==> src/rtl/spec_mag_compress.sv <==
// spec_mag_compress: turns complex FFT bins into 10-bit spectrogram colour indices, forwards
// the lower half-spectrum with its bin address, and tracks frames and spectrogram columns.
// Build option: define SPEC_LOG_SCALE_EN for log2 compression; otherwise linear shift+saturate.
module spec_mag_compress #(
  parameter int unsigned COMP_W    = 27,
  parameter int unsigned NFFT      = 1024,
  parameter int unsigned KEEP_BINS = 512,
  parameter int unsigned COL_NUM   = 140,
  parameter int unsigned LIN_SHIFT = 8
) (
  input  logic        i_aclk,
  input  logic        rst,
  input  logic [63:0] i_axi4s_data_tdata,
  input  logic [9:0]  i_axi4s_data_tuser,
  input  logic        i_axi4s_data_tvalid,
  input  logic        i_axi4s_data_tlast,
  input  logic        i_enable,
  output logic [9:0]  o_mag_tdata,
  output logic [8:0]  o_mag_tuser,
  output logic        o_mag_tvalid,
  output logic        o_frame_done,
  output logic [7:0]  o_col_cnt,
  output logic        o_seq_err
);

  localparam int unsigned AbsW = COMP_W - 1;

  typedef enum logic [0:0] {StSync, StRun} state_e;

  state_e      state_q;
  logic [10:0] exp_bin_q;   // one bit wider than tuser so bin NFFT-1 without tlast never re-matches 0
  logic        seq_err_q;

  // Beat classification against the frame state
  logic [10:0] bin;
  logic        is_last_bin, tlast_ok, beat_sync, beat_run, bin_match, good, bad;

  assign bin         = {1'b0, i_axi4s_data_tuser};
  assign is_last_bin = (bin == 11'(NFFT - 1));
  assign tlast_ok    = !i_axi4s_data_tlast || is_last_bin;
  assign beat_sync   = (state_q == StSync) && i_axi4s_data_tvalid && i_enable && (bin == '0);
  assign beat_run    = (state_q == StRun) && i_axi4s_data_tvalid && i_enable;
  assign bin_match   = beat_sync || (beat_run && (bin == exp_bin_q));
  assign good        = bin_match && tlast_ok;
  assign bad         = (beat_sync || beat_run) && !good;

  logic unused_tdata;
  assign unused_tdata = ^{i_axi4s_data_tdata[31:COMP_W], i_axi4s_data_tdata[63:32+COMP_W]};

  // Pipeline registers
  logic                fwd0_q, done0_q, fwd1_q, done1_q, fwd2_q, done2_q, fwd3_q, done3_q;
  logic [8:0]          addr0_q, addr1_q, addr2_q, addr3_q;
  logic [COMP_W-1:0]   re0_q, im0_q;
  logic [AbsW-1:0]     abs_re1_q, abs_im1_q, mx2_q, mn2_q;
  logic [COMP_W-1:0]   mag3_q;
  logic [7:0]          col_cnt_q;
  logic [9:0]          comp;

  // Two's-complement magnitude; the most negative code saturates to the largest positive one
  function automatic logic [AbsW-1:0] sat_abs(input logic [COMP_W-1:0] x);
    logic [COMP_W-1:0] neg;
    neg = ~x + 1'b1;
    if (!x[COMP_W-1]) return x[AbsW-1:0];
    else if (neg[COMP_W-1]) return '1;
    else return neg[AbsW-1:0];
  endfunction

  // Frame FSM: sync on bin 0, check bin sequence, launch accepted beats into the pipeline
  always_ff @(posedge i_aclk) begin
    if (rst) begin
      state_q   <= StSync;
      exp_bin_q <= '0;
      seq_err_q <= 1'b0;
      fwd0_q    <= 1'b0;
      done0_q   <= 1'b0;
    end else begin
      fwd0_q  <= good && (bin < 11'(KEEP_BINS));
      done0_q <= good && i_axi4s_data_tlast;
      if (bad) seq_err_q <= 1'b1;
      case (state_q)
        StSync: begin
          if (good && !i_axi4s_data_tlast) begin
            state_q   <= StRun;
            exp_bin_q <= 11'd1;
          end
        end
        StRun: begin
          if (!i_enable || bad || (good && i_axi4s_data_tlast)) state_q <= StSync;
          else if (good) exp_bin_q <= exp_bin_q + 11'd1;
        end
        default: state_q <= StSync;
      endcase
    end
  end

  // Datapath stages; data needs no reset because the flags qualify it
  always_ff @(posedge i_aclk) begin
    re0_q     <= i_axi4s_data_tdata[COMP_W-1:0];
    im0_q     <= i_axi4s_data_tdata[32 +: COMP_W];
    addr0_q   <= i_axi4s_data_tuser[8:0];
    abs_re1_q <= sat_abs(re0_q);
    abs_im1_q <= sat_abs(im0_q);
    addr1_q   <= addr0_q;
    mx2_q     <= (abs_re1_q > abs_im1_q) ? abs_re1_q : abs_im1_q;
    mn2_q     <= (abs_re1_q > abs_im1_q) ? abs_im1_q : abs_re1_q;
    addr2_q   <= addr1_q;
    mag3_q    <= {1'b0, mx2_q} + {3'b0, mn2_q[AbsW-1:2]} + {4'b0, mn2_q[AbsW-1:3]};
    addr3_q   <= addr2_q;
  end

  // Flag pipeline, output register and column counter
  always_ff @(posedge i_aclk) begin
    if (rst) begin
      fwd1_q       <= 1'b0;
      done1_q      <= 1'b0;
      fwd2_q       <= 1'b0;
      done2_q      <= 1'b0;
      fwd3_q       <= 1'b0;
      done3_q      <= 1'b0;
      o_mag_tvalid <= 1'b0;
      o_mag_tdata  <= '0;
      o_mag_tuser  <= '0;
      o_frame_done <= 1'b0;
      col_cnt_q    <= '0;
    end else begin
      fwd1_q       <= fwd0_q;
      done1_q      <= done0_q;
      fwd2_q       <= fwd1_q;
      done2_q      <= done1_q;
      fwd3_q       <= fwd2_q;
      done3_q      <= done2_q;
      o_mag_tvalid <= fwd3_q;
      o_mag_tdata  <= comp;
      o_mag_tuser  <= addr3_q;
      o_frame_done <= done3_q;
      if (done3_q) col_cnt_q <= (col_cnt_q == 8'(COL_NUM - 1)) ? 8'd0 : col_cnt_q + 8'd1;
    end
  end

`ifdef SPEC_LOG_SCALE_EN
  // Log compression: leading-one position, then the five bits just below it
  always_comb begin
    logic [4:0]        p;
    logic [COMP_W+4:0] ext;
    p = '0;
    for (int i = 0; i < COMP_W; i++) begin
      if (mag3_q[i]) p = 5'(i);
    end
    if (p >= 5'd5) ext = {5'b0, mag3_q} >> (p - 5'd5);
    else           ext = {5'b0, mag3_q} << (5'd5 - p);
    comp = (mag3_q == '0) ? 10'd0 : {p, ext[4:0]};
  end
`else
  logic [COMP_W-1:0] lin;
  assign lin = mag3_q >> LIN_SHIFT;

  // Linear compression with saturation to the top colour index
  always_comb begin
    comp = (|lin[COMP_W-1:10]) ? 10'h3ff : lin[9:0];
  end
`endif

  assign o_col_cnt = col_cnt_q;
  assign o_seq_err = seq_err_q;

endmodule

==> config.mk <==
export PLATFORM = sky130hd
export DESIGN_NAME = spec_mag_compress
export DESIGN_NICKNAME = d
export VERILOG_FILES = /design/src/rtl/spec_mag_compress.sv
export SDC_FILE = /design/constraint.sdc
export NUM_CORES = 1
export LEC_CHECK = 0
export ABC_AREA = 1
export ABC_CLOCK_PERIOD_IN_PS = 2400
export CAP_MARGIN = 20
export CORE_MARGIN = 2
export CORE_UTILIZATION = 26
export DETAILED_ROUTE_END_ITERATION = 8
export GPL_TIMING_DRIVEN = 0
export REMOVE_ABC_BUFFERS = 1
export SYNTH_ARGS = -nofsm -noshare
export SYNTH_HDL_FRONTEND = slang
export SYNTH_SLANG_ARGS = --single-unit
==> constraint.sdc <==
create_clock -name i_aclk -period 2.4 [get_ports i_aclk]
set_clock_uncertainty 0.05 [all_clocks]
set_input_delay 0.48 -clock i_aclk [delete_from_list [all_inputs] [get_ports i_aclk]]
set_output_delay 0.48 -clock i_aclk [all_outputs]
set_load 0.01 [all_outputs]
After elaboration in Yosys (flattened, before gate mapping):

Cells that the tools add are included.

* register bits: 271
* latch bits: 0
* bits in writable memories: 0
* ROM bits: 0
* input bits: 79
* output and inout bits: 30
* word-level logic and storage cells: 81
* memories kept: 0

* add/subtract/negate cells: 6
* $mul: 0
* divide/modulo/power cells: 0
* order comparisons: 2
* equality and inequality tests: 6
* shift-type cells: 0
* mux-type cells: 15
* bitwise logic cells: 3
* reduce and logical (&&, ||, !) cells: 22

Operators with widths (count)
* $mux W26: 6
* $add A27 B1 Y27 const B: 2
* $not A27 Y27: 2
* $mux W11: 3
* $add A26 B24 Y27: 1
* $add A27 B23 Y27: 1
* $gt A26 B26 Y1: 1
* $pmux W11 S2: 1
* $add A11 B1 Y11 const B: 1
* $eq A10 B11 Y1: 1
* $logic_and A1 B1 Y1: 11
* $logic_not A11 Y1: 1
* $eq A10 B10 Y1 const B: 1
* $lt A10 B10 Y1 const B: 1
* $mux W10: 1
* $reduce_or A9 Y1: 1
* $add A8 B1 Y8 const B: 1
* $eq A8 B8 Y1 const B: 1
* $mux W8: 1
* $logic_or A1 B1 Y1: 5
* $ne A2 B1 Y1 const B: 2
* $logic_not A1 Y1: 3
* $reduce_and A3 Y1: 1
* $mux W1: 2
* other kinds (3): 3

Longest topological paths before layout:

* word-level depth: 12
* mapped depth: 16
* gate-level depth less buffers: 15

Worst setup path before layout:

Ideal clock, no wire load.

* kind: reg-to-reg
* start: register mx2_q[4]
* end: register mag3_q[20]
* library setup time: 119 ps
* arrival: 2145 ps
* slack: 87 ps
* stages on the path, launching flop included: 13
* path buffers: 0
* clock period less this slack: 2313 ps
* path through: dfxtp_1 inv_1 fa_1 inv_1 ha_1 nand2_1 o21ai_0 a21oi_1 o21ai_0 nand3_1 nand2_1 a21oi_1 xnor2_1

* word-level cells in the longest chain between the ends: 2

RTL lines
* start, declared: line 54 `logic [AbsW-1:0] abs_re1_q, abs_im1_q, mx2_q, mn2_q;`
* start signal, assigned: line 104 `mx2_q <= (abs_re1_q > abs_im1_q) ? abs_re1_q : abs_im1_q;`
* $add A26 B24 Y27: line 107 `mag3_q <= {1'b0, mx2_q} + {3'b0, mn2_q[AbsW-1:2]} + {4'b0, mn2_q[AbsW-1:3]};`
* $add A27 B23 Y27: line 107
* end signal, assigned: line 107
* end, declared: line 55 `logic [COMP_W-1:0] mag3_q;`

Every way passes these cells.
A chain may end at the register's enable or synchronous reset.

Worst setup path in the final report:

* start: register mx2_q[6]
* end: register mag3_q[21]

The elaborated chain is that of the path after synthesis.

==> results.yml <==
worst_setup_path:
  cp_num_buf_inv: 2
  required_ns: 2.77
  cpMaxStageDelayCell: "fa_1"
  crit_type: "flop to flop"
  max_stage_delay_ns: 0.53
  startpoint_type: "flop"
  timing.rr.start: "mx2_q[6]"
  worstPathArrival_ns: 2.76
  crit_family: "adder cells"
  path_common_cell: "nand2_1"
  path_cells: "inv_1, fa_1, inv_1, ha_4, nand2_2, nor4_1, nand2_1, nand2_1, nand2_1, nand2_1, a21oi_2, xnor2_1"
  crit_start: "mx2_q[6]"
  cp-end-kind: "flop"
  cp_max_fo: 3
flow_run:
  maxCapViolCount: 0
sta:
  tns_ns: 0
  fin_crit_ns: 2.39
  slew_headroom_pct: 36.0
  final_hold_viol_count: 0
  finalCritPeriodShare_pct: 99.4
  holdWs_ns: 0.276
  rsz0062_at_grt: "yes"
  setup_violations: 0
  slew_viol_final: 0
  worst_slew_pin_slew_ns: 0.958
  fmax_ghz: 0.419
die:
  start_util_pct: 26.4
  die_h_um: 211
  die_w_um: 211
  io_pins: 109
  die-area_um2: 44300
  coreArea_um2: 42000
  num_rows: 75
global_routing:
  grt_pass1_wl_um: 38600
  grt_max_degree: 36
  track_usage_pct: 10.5
  use_met1_pct: 13.7
  grt_pass1_vias: 8194
  overflow: 0
  antenna_found_initial: 0
  grt.busiest_layer: "met2"
  use_met3_pct: 2.15
  use_met2_pct: 17.3
detailed_routing:
  dr.pass1.iters: 5
  drc: 0
  ant_nets: 0
  wl_per_cell_um: 11.6
  first_iter_violations: 463
  wl_um: 23500
  avgViaCountPerCell: 4.27
  num_vias: 8677
cts:
  htree_levels: 1
  cts_buffers: 27
  root_buffer: "clkbuf_16"
  clock-sinks: 261
  clockBufferDepth: 3
  clkSlewWorstSetupHoldPaths_ns: 0.06
  cts_tree: "done"
  postCtsHoldBufs: 0
  clock_latency_ns: 0.55
final_layout:
  ff_latch_area_um2: 5230
  areaGrowthSynthToFinish_pct: 27.5
  drive_gt1_share_pct: 11.8
  antennaDiodeCount: 0
  final_nets: 1629
  n_fill_cell: 4313
  multi_input_area_um2: 5510
synth:
  yosysUniqueCellTypes: 46
  syn_area_per_cell_um2: 8.17
  yosys_warnings: 0
  yosys_most_used_dff: "dfxtp_1"
  synth-seq-cells: 261
  synthCells: 1357
  ys_async_sr_fraction_pct: 0
  synth_edf_count: 0
  netlist_area_um2: 11100
  yosysSeqAreaShare_pct: 47.1
power:
  powerDensity_nw_per_um2: 978
  leakagePower_nw: 6.32
  ir_drop_mv: 0.532
placement:
  hpwl_um: 17300
  io_buffers: 98
  gp_congestion: 0.861
worst_hold_path:
  min_path_type: "flop to flop"
  hp-start: "addr2_q[1]"
status:
  status: "finished, final reports clean"
[timing repair]
item                       in CTS  in global routing
setup endpoints to repair      88                 91
setup buffers                   5                  7
gates resized for setup        38                 52
pin swaps                       8                 20
gates cloned                    4                  1
[Yosys cell counts (all sizes together) (4+ instances only)]
cell type / count / area, um^2
ha: 55 / 688
inv: 186 / 698
a21oi: 64 / 324
o21a: 4 / 30.0
clkbuf: 13 / 48.8
a21boi: 4 / 30.0
o31ai: 5 / 42.5
nand3: 123 / 621
nor3: 33 / 180
nand3b: 9 / 67.6
or2: 23 / 144
nand2: 292 / 1110
fa: 22 / 440
nand4: 18 / 113
nor2: 121 / 482
xnor2: 9 / 78.8
nor4: 9 / 92.6
o41ai: 5 / 43.8
buf: 16 / 86.3
xor2: 17 / 149
o21ai: 51 / 263
dfxtp: 261 / 5230
[metrics by stage]
step / power (mW) / cells / area, um^2 / worst slack, ns / util, %
floorplan: 7.87 / 1328 / 11000 / -1.07 / -
global placement: 8.75 / 1965 / 12600 / -2.12 / 30.0
detailed placement: 8.80 / 1966 / 12600 / -1.06 / 30.1
CTS: 13.4 / 2023 / 13900 / -0.00745 / 33.0
global route: 14.8 / 2031 / 14100 / -0.0701 / 33.6
finish: 13.8 / 2031 / 14100 / 0.0145 / 33.6
[worst paths after layout]
path / endpoint / slack [ns] / depth (start not counted)
max reg2reg: mag3_q[21] / 0.01 / 12
max: mag3_q[21] / 0.01 / 12
min reg2reg: addr3_q[1] / 0.28 / 0
min: addr3_q[1] / 0.28 / 0
[cells in the final DEF, fill, tap and decap left out, drive strengths merged, types with 13 or more instances in the layout]
cell type,synthesis,final
nand2,292,292
dfxtp,261,261
inv,186,188
nand3,123,128
nor2,121,121
clkdlybuf4s50,0,97
a21oi,64,64
ha,55,55
o21ai,51,51
nor3,33,33
clkbuf,13,31
or2,23,23
fa,22,22
nand4,18,18
xor2,17,17
buf,16,13
[where the power goes]
part / internal (mW) / switching (mW)
Combinational: 1.91 / 2.49
Sequential: 4.91 / 0.280
Clock: 2.56 / 1.67
[cells by family (layout without fill, tap and decap cells)]
| group | Yosys count | in the layout | share of synthesized area [%] |
|---|---|---|---|
| AO/OA/AOI/OAI | 146 | 146 | 7.60 |
| flip-flops | 261 | 261 | 47.1 |
| adder cells (fa/ha/maj) | 77 | 77 | 10.2 |
| AND/OR/NAND/NOR | 631 | 636 | 25.5 |
| XOR/XNOR | 26 | 26 | 2.05 |
| buffers and inverters | 216 | 346 | 7.55 |
[final cells by class]
class | instances | area share [%]
repair buffers | 111 | 7.79
well taps | 539 | 4.77
clock inverters | 17 | 1.45
flip-flops and latches | 261 | 37.0
clock buffers | 31 | 5.03
inverters | 187 | 4.98
multi-input cells | 885 | 39.0
[layer usage]
layer / routed length (um) / share of wire (%)
met3: 1310 / 5.6
met2: 10400 / 44
met5: 0 / 0
met4: 573 / 2.4
met1: 11200 / 48
[flip-flops by register name, indices dropped and copies added, names as in the netlist, 8 cells and up]
signal and count:
im0_q 27, re0_q 27, abs_im1_q 26, abs_re1_q 26
mx2_q 26, mn2_q 24, mag3_q 19, exp_bin_q 11
o_mag_tdata 10, addr0_q 9, addr1_q 9, addr2_q 9
addr3_q 9, o_mag_tuser 9, o_col_cnt 8
Note: power is estimated with default switching activity, not from simulation.
==> variant 1, RTL diff (same flow settings) <==
One comparison of `col_cnt_q` changes from == to >=.
--- a/src/rtl/spec_mag_compress.sv
+++ b/src/rtl/spec_mag_compress.sv
@@ -134,5 +134,5 @@
       o_mag_tuser  <= addr3_q;
       o_frame_done <= done3_q;
-      if (done3_q) col_cnt_q <= (col_cnt_q == 8'(COL_NUM - 1)) ? 8'd0 : col_cnt_q + 8'd1;
+      if (done3_q) col_cnt_q <= (col_cnt_q >= 8'(COL_NUM - 1)) ? 8'd0 : col_cnt_q + 8'd1;
     end
   end
Function: no difference found for any inputs over 4 cycles, from zero or initial values and one cycle with rst high; that may be too few to reach the edited logic, so the function may still have changed.
==> variant 1 against the original RTL <==
The run now ends with setup timing left; sequential share of layout area increased by 0.43 points; synthesized area decreased by 1.3%; wire length decreased by 1.2%; via count decreased by 2.5%; core utilization decreased by 0.13 points; combinational power increased by 13%; sequential power about the same; critical path depth increased by 1; setup slack got worse by 0.050 ns; final area decreased by 1.1%; power increased by 3.2%; sequential cell count unchanged.
==> variant 1: results (changes against the original RTL) <==
- Status: complete, but fails checks
- Failing checks: setup timing
- Setup WS post-layout: -0.03534 ns (-0.04984 ns)
- Post-synthesis sequential area ratio: 0.4773 (+0.005979)
- Antenna Cells: 0 (unchanged)
- Largest net degree at the start of global routing: 55 (+53%)
- Ys async rst share: 0 (unchanged)
- Crit path from: mn2_q[8]
- Largest registers: im0_q x27, re0_q x27
- Metal-1 WL: 10800 um (-3.9%)
- Tot GR Track Use: 0.1028 (-0.002055)
- TritonCTS Buffers: 28 (+3.7%)
- WL met2: 10280 um (-1.3%)
- Clk pin slew, worst setup/hold paths: 0.06 ns (about the same)
- Detailed-route wire length per cell: 11.75 um (+1.4%)
- Pleak: 6.042 nW (-4.4%)
- YS warnings: 0 (unchanged)
- IO Port Bufs: 98 (unchanged)
- Peak supply drop: 0.5669 mV (+6.6%)
- Clock buffer depth: 3 (unchanged)
- H-Tree Depth: 1 (unchanged)
- Total iterations of the first detailed-routing run: 5 (unchanged)
- Arr. time, crit path: 2.82 ns (+0.06 ns)
- Antenna violations before repair: 0 (unchanged)
- Total Power: 14.25 mW (+3.2%)
- CP delay by family, top: adder cells
- Top cells by count, synth: dfxtp_1 (261), nand2_1 (223), inv_1 (164)
- Met3 WL: 989 um (-25%)
- 1st-iter DRT viols: 370 (-20%)
- Share of cells above drive strength 1: 0.1416 (+0.02361)
- Via count: 8460 (-2.5%)
- Clk_lat worst skew: 0.56 ns
- GR Layer Usage met1: 0.1284 (-0.009086)
- Worst reg2reg path depth: 13 (+1)
- Placer Congestion: 0.8823 (+2.5%)
- Hold WC Path Type: reg -> reg
- Area contributors post-synth: dfxtp_1 (48%), nand2_1 (7.6%), ha_1 (6.3%)
- First-pass GRT wire length: 37410 um (-3.1%)
- Root buf cell: clkbuf_16
- Layout Nets: 1576 (-3.3%)
- Crit Path Max Fanout: 4 (+1)
- Final HPWL DP: 16860 um (-2.6%)
- Slowest cell on crit path: fa_1
- M2 GR Usage: 0.1710 (-0.001608)
- Largest stage delay on the critical path: 0.54 ns
- Setup TNS: -0.05292 ns (-0.05292 ns)
- Met3 Use GR: 0.02269 (+0.001239)
- Vias in the first global route: 8039 (-1.9%)
- DR top layer: met4
- Slew Limit Headroom: 0.4763 (+0.1163)
- Count of distinct cell types in the synthesized netlist: 46 (unchanged)
- Setup-failing EPs final: 2 (+2)
- CTS sink count: 261 (unchanged)
- CP Capture Point: mag3_q[25]
variant 1: per-stage QoR:
step                      hold slack, ns    util  std cells  cell area (um2)  setup slack (ns)
final                             0.2755  0.3348       1980            13980          -0.03534
after global placement            0.2601  0.2979       1914            12440            -1.370
after detailed placement          0.2621  0.2984       1915            12460           -0.3610
after floorplan                   0.2596       -       1277            10780           -0.6009
after CTS                         0.2777  0.3251       1967            13570          0.003541
after global routing              0.2815  0.3348       1980            13980           -0.1179
variant 1: logic make-up after synthesis:
family | share of synthesized area
flops | 0.4773
fa+ha+maj | 0.1031
simple gates | 0.2295
compound gates | 0.09726
xor+xnor | 0.02000
buf+inv | 0.07291
variant 1: repair_timing:
action	in CTS	in global routing
gates cloned	1	3
endpoints found under the setup margin	65	53
pin swaps	3	30
gates resized for setup	39	71
buffers inserted	0	10
hold buffers	0	0
hold endpoints to repair	0	0
variant 1: worst min path at each step:
stage                             to  cells past startpoint  slack [ns]       start
after global routing      addr3_q[3]                      0        0.28  addr2_q[3]
after CTS                 addr2_q[5]                      0        0.28  addr1_q[5]
final                     addr2_q[5]                      0        0.28  addr1_q[5]
after detailed placement  addr1_q[1]                      0        0.26  addr0_q[1]
after global placement    addr3_q[0]                      0        0.26  addr2_q[0]
after floorplan           addr1_q[0]                      0        0.26  addr0_q[0]
variant 1: power by group:
part / total [mW] / leakage, nW / switching (mW) / internal [mW]
logic: 4.96 / 3.41 / 2.84 / 2.13
clock network: 4.12 / 0.444 / 1.72 / 2.40
registers: 5.17 / 2.19 / 0.252 / 4.92
total: 14.3 / 6.04 / 4.81 / 9.44
variant 1: area by class of cell:
class	instances	area, um2
clock buffers	41	829.5
clock inverters	10	77.57
fillers	4293	27780
inverters	169	634.4
multi-input cells	851	5448
flip-flops and latches	261	5235
well taps	539	674.4
repair buffers	109	1084
==> variant 2, RTL diff (config.mk and constraints unchanged) <==
Without the edit above. `COMP_W`: 27 -> 23.
--- a/src/rtl/spec_mag_compress.sv
+++ b/src/rtl/spec_mag_compress.sv
@@ -3,5 +3,5 @@
 // Build option: define SPEC_LOG_SCALE_EN for log2 compression; otherwise linear shift+saturate.
 module spec_mag_compress #(
-  parameter int unsigned COMP_W    = 27,
+  parameter int unsigned COMP_W    = 23,
   parameter int unsigned NFFT      = 1024,
   parameter int unsigned KEEP_BINS = 512,
Behaviour: not the same (a bounded check fails within 10 cycles, from zero or initial values and one cycle with rst high).
==> variant 2 against the original RTL <==
Power shrank 7.9%; sequential cell count fell by 28; synthesized cell count decreased by 9.7%; combinational power shrank 13%; setup slack better by 0.087 ns; final area decreased by 10%; critical path depth fell by 3; synthesized area is 11% lower; wire length down 6.6%; critical path type unchanged; largest power group unchanged.
==> variant 2: results (changes against the original RTL) <==
- Status: completed
- Count of distinct cell types in the synthesized netlist: 50 (+8.7%)
- Top cells by count, synth: nand2_1 (267), dfxtp_1 (233), inv_1 (152)
- Fin cells: 1870 (-7.9%)
- Vias in the first global route: 7407 (-9.6%)
- Startpoint of the worst hold path: addr1_q[0]
- Layout Nets: 1481 (-9.1%)
- Final HPWL DP: 15670 um (-9.4%)
- Largest net degree at the start of global routing: 33 (-8.3%)
- Syn Inst Count: 1226 (-9.7%)
- WL met2: 9652 um (-7.3%)
- Pleak: 5.628 nW (-11%)
- TritonCTS Buffers: 28 (+3.7%)
- Total iterations of the first detailed-routing run: 4 (-1)
- Metal-1 WL: 10650 um (-5.3%)
- Drt via density: 4.227 (-1.1%)
- Share of cells above drive strength 1: 0.1207 (+0.002715)
- 1st-iter DRT viols: 428 (-7.6%)
- Tot GR Track Use: 0.1087 (+0.003818)
- Reg2reg start: mn2_q[14]
- Fill count: 3907 (-9.4%)
- Place WS: -1.283 ns (-0.2274 ns)
- Inst Count DP: 1799 (-8.5%)
- Detailed-route wire length per cell: 11.75 um (+1.4%)
- Largest registers: im0_q x23, re0_q x23
- Arr. time, crit path: 2.71 ns (-0.05 ns)
- Placer Congestion: 0.8164 (-5.2%)
- First-pass GRT wire length: 35200 um (-8.8%)
- Area after DPL: 11250 um2 (-11%)
- Area contributors post-synth: dfxtp_1 (47%), nand2_1 (10%), ha_1 (6.0%)
- Met3 WL: 989 um (-25%)
- Crit Path Max Fanout: 5 (+2)
- Slew Limit Headroom: 0.5495 (+0.1895)
- IO Port Bufs: 90 (-8.2%)
[variant 2: changes by cell type after synthesis, moves of 9 or more]
cell     before  now
nor3_1       30   17
nand2_1     288  267
nand3_1     122  112
o21ai_0      49   40
inv_1       180  152
dfxtp_1     261  233
o21ai_1       0   24
[variant 2: cells by family after synthesis]
family	share of synthesized area
AOI/OAI and AO/OA	0.08411
DFF	0.4736
adders and majority gates	0.09630
xor gates and xnor gates	0.01512
buffers and inverters	0.07674
and+or+nand+nor	0.2541
[variant 2: area by class of cell]
type	count	area, um2	area share
clock inverter	16	191.4	0.01505
clock buffer	36	772.0	0.06070
timing repair buffer	104	1021	0.08028
sequential	233	4681	0.3680
multi-input combinational	809	4806	0.3779
inverter	161	608.1	0.04781
tap	511	639.4	0.05027
[variant 2: final timing paths]
kind,end,slack (ns),depth (start not counted)
worst max-delay path,mag3_q[16],0.10,9
worst min-delay path,addr2_q[0],0.27,0
worst max register to register,mag3_q[16],0.10,9
worst min register to register,addr2_q[0],0.27,0
[variant 2: timing repair]
action | in CTS | in global routing
cloned | 4 | 2
setup buffers | 8 | 5
hold buffers | 0 | 0
pin swaps | 4 | 19
resized for setup | 17 | 65
endpoints found under the setup margin | 67 | 81
[variant 2: per-layer routing]
metal,vias to the layer above,track usage
met3,47,0.01729
li1,4162,-
met5,-,0
met4,0,0.04395
met1,3528,0.1444
met2,167,0.1760
[variant 2: worst max-delay path, cell delays in order (launching register included)]
cell and delay (ns):
dfxtp_1 0.41, fa_1 0.50, ha_4 0.33, nand2_1 0.13, nor2_1 0.13, inv_1 0.08
o21bai_2 0.19, a21oi_2 0.06, o21bai_1 0.15, xor2_1 0.15
[variant 2: where the power goes]
part	switching, mW	internal [mW]
logic	2.20	1.65
clock network	1.64	2.62
registers	0.252	4.36
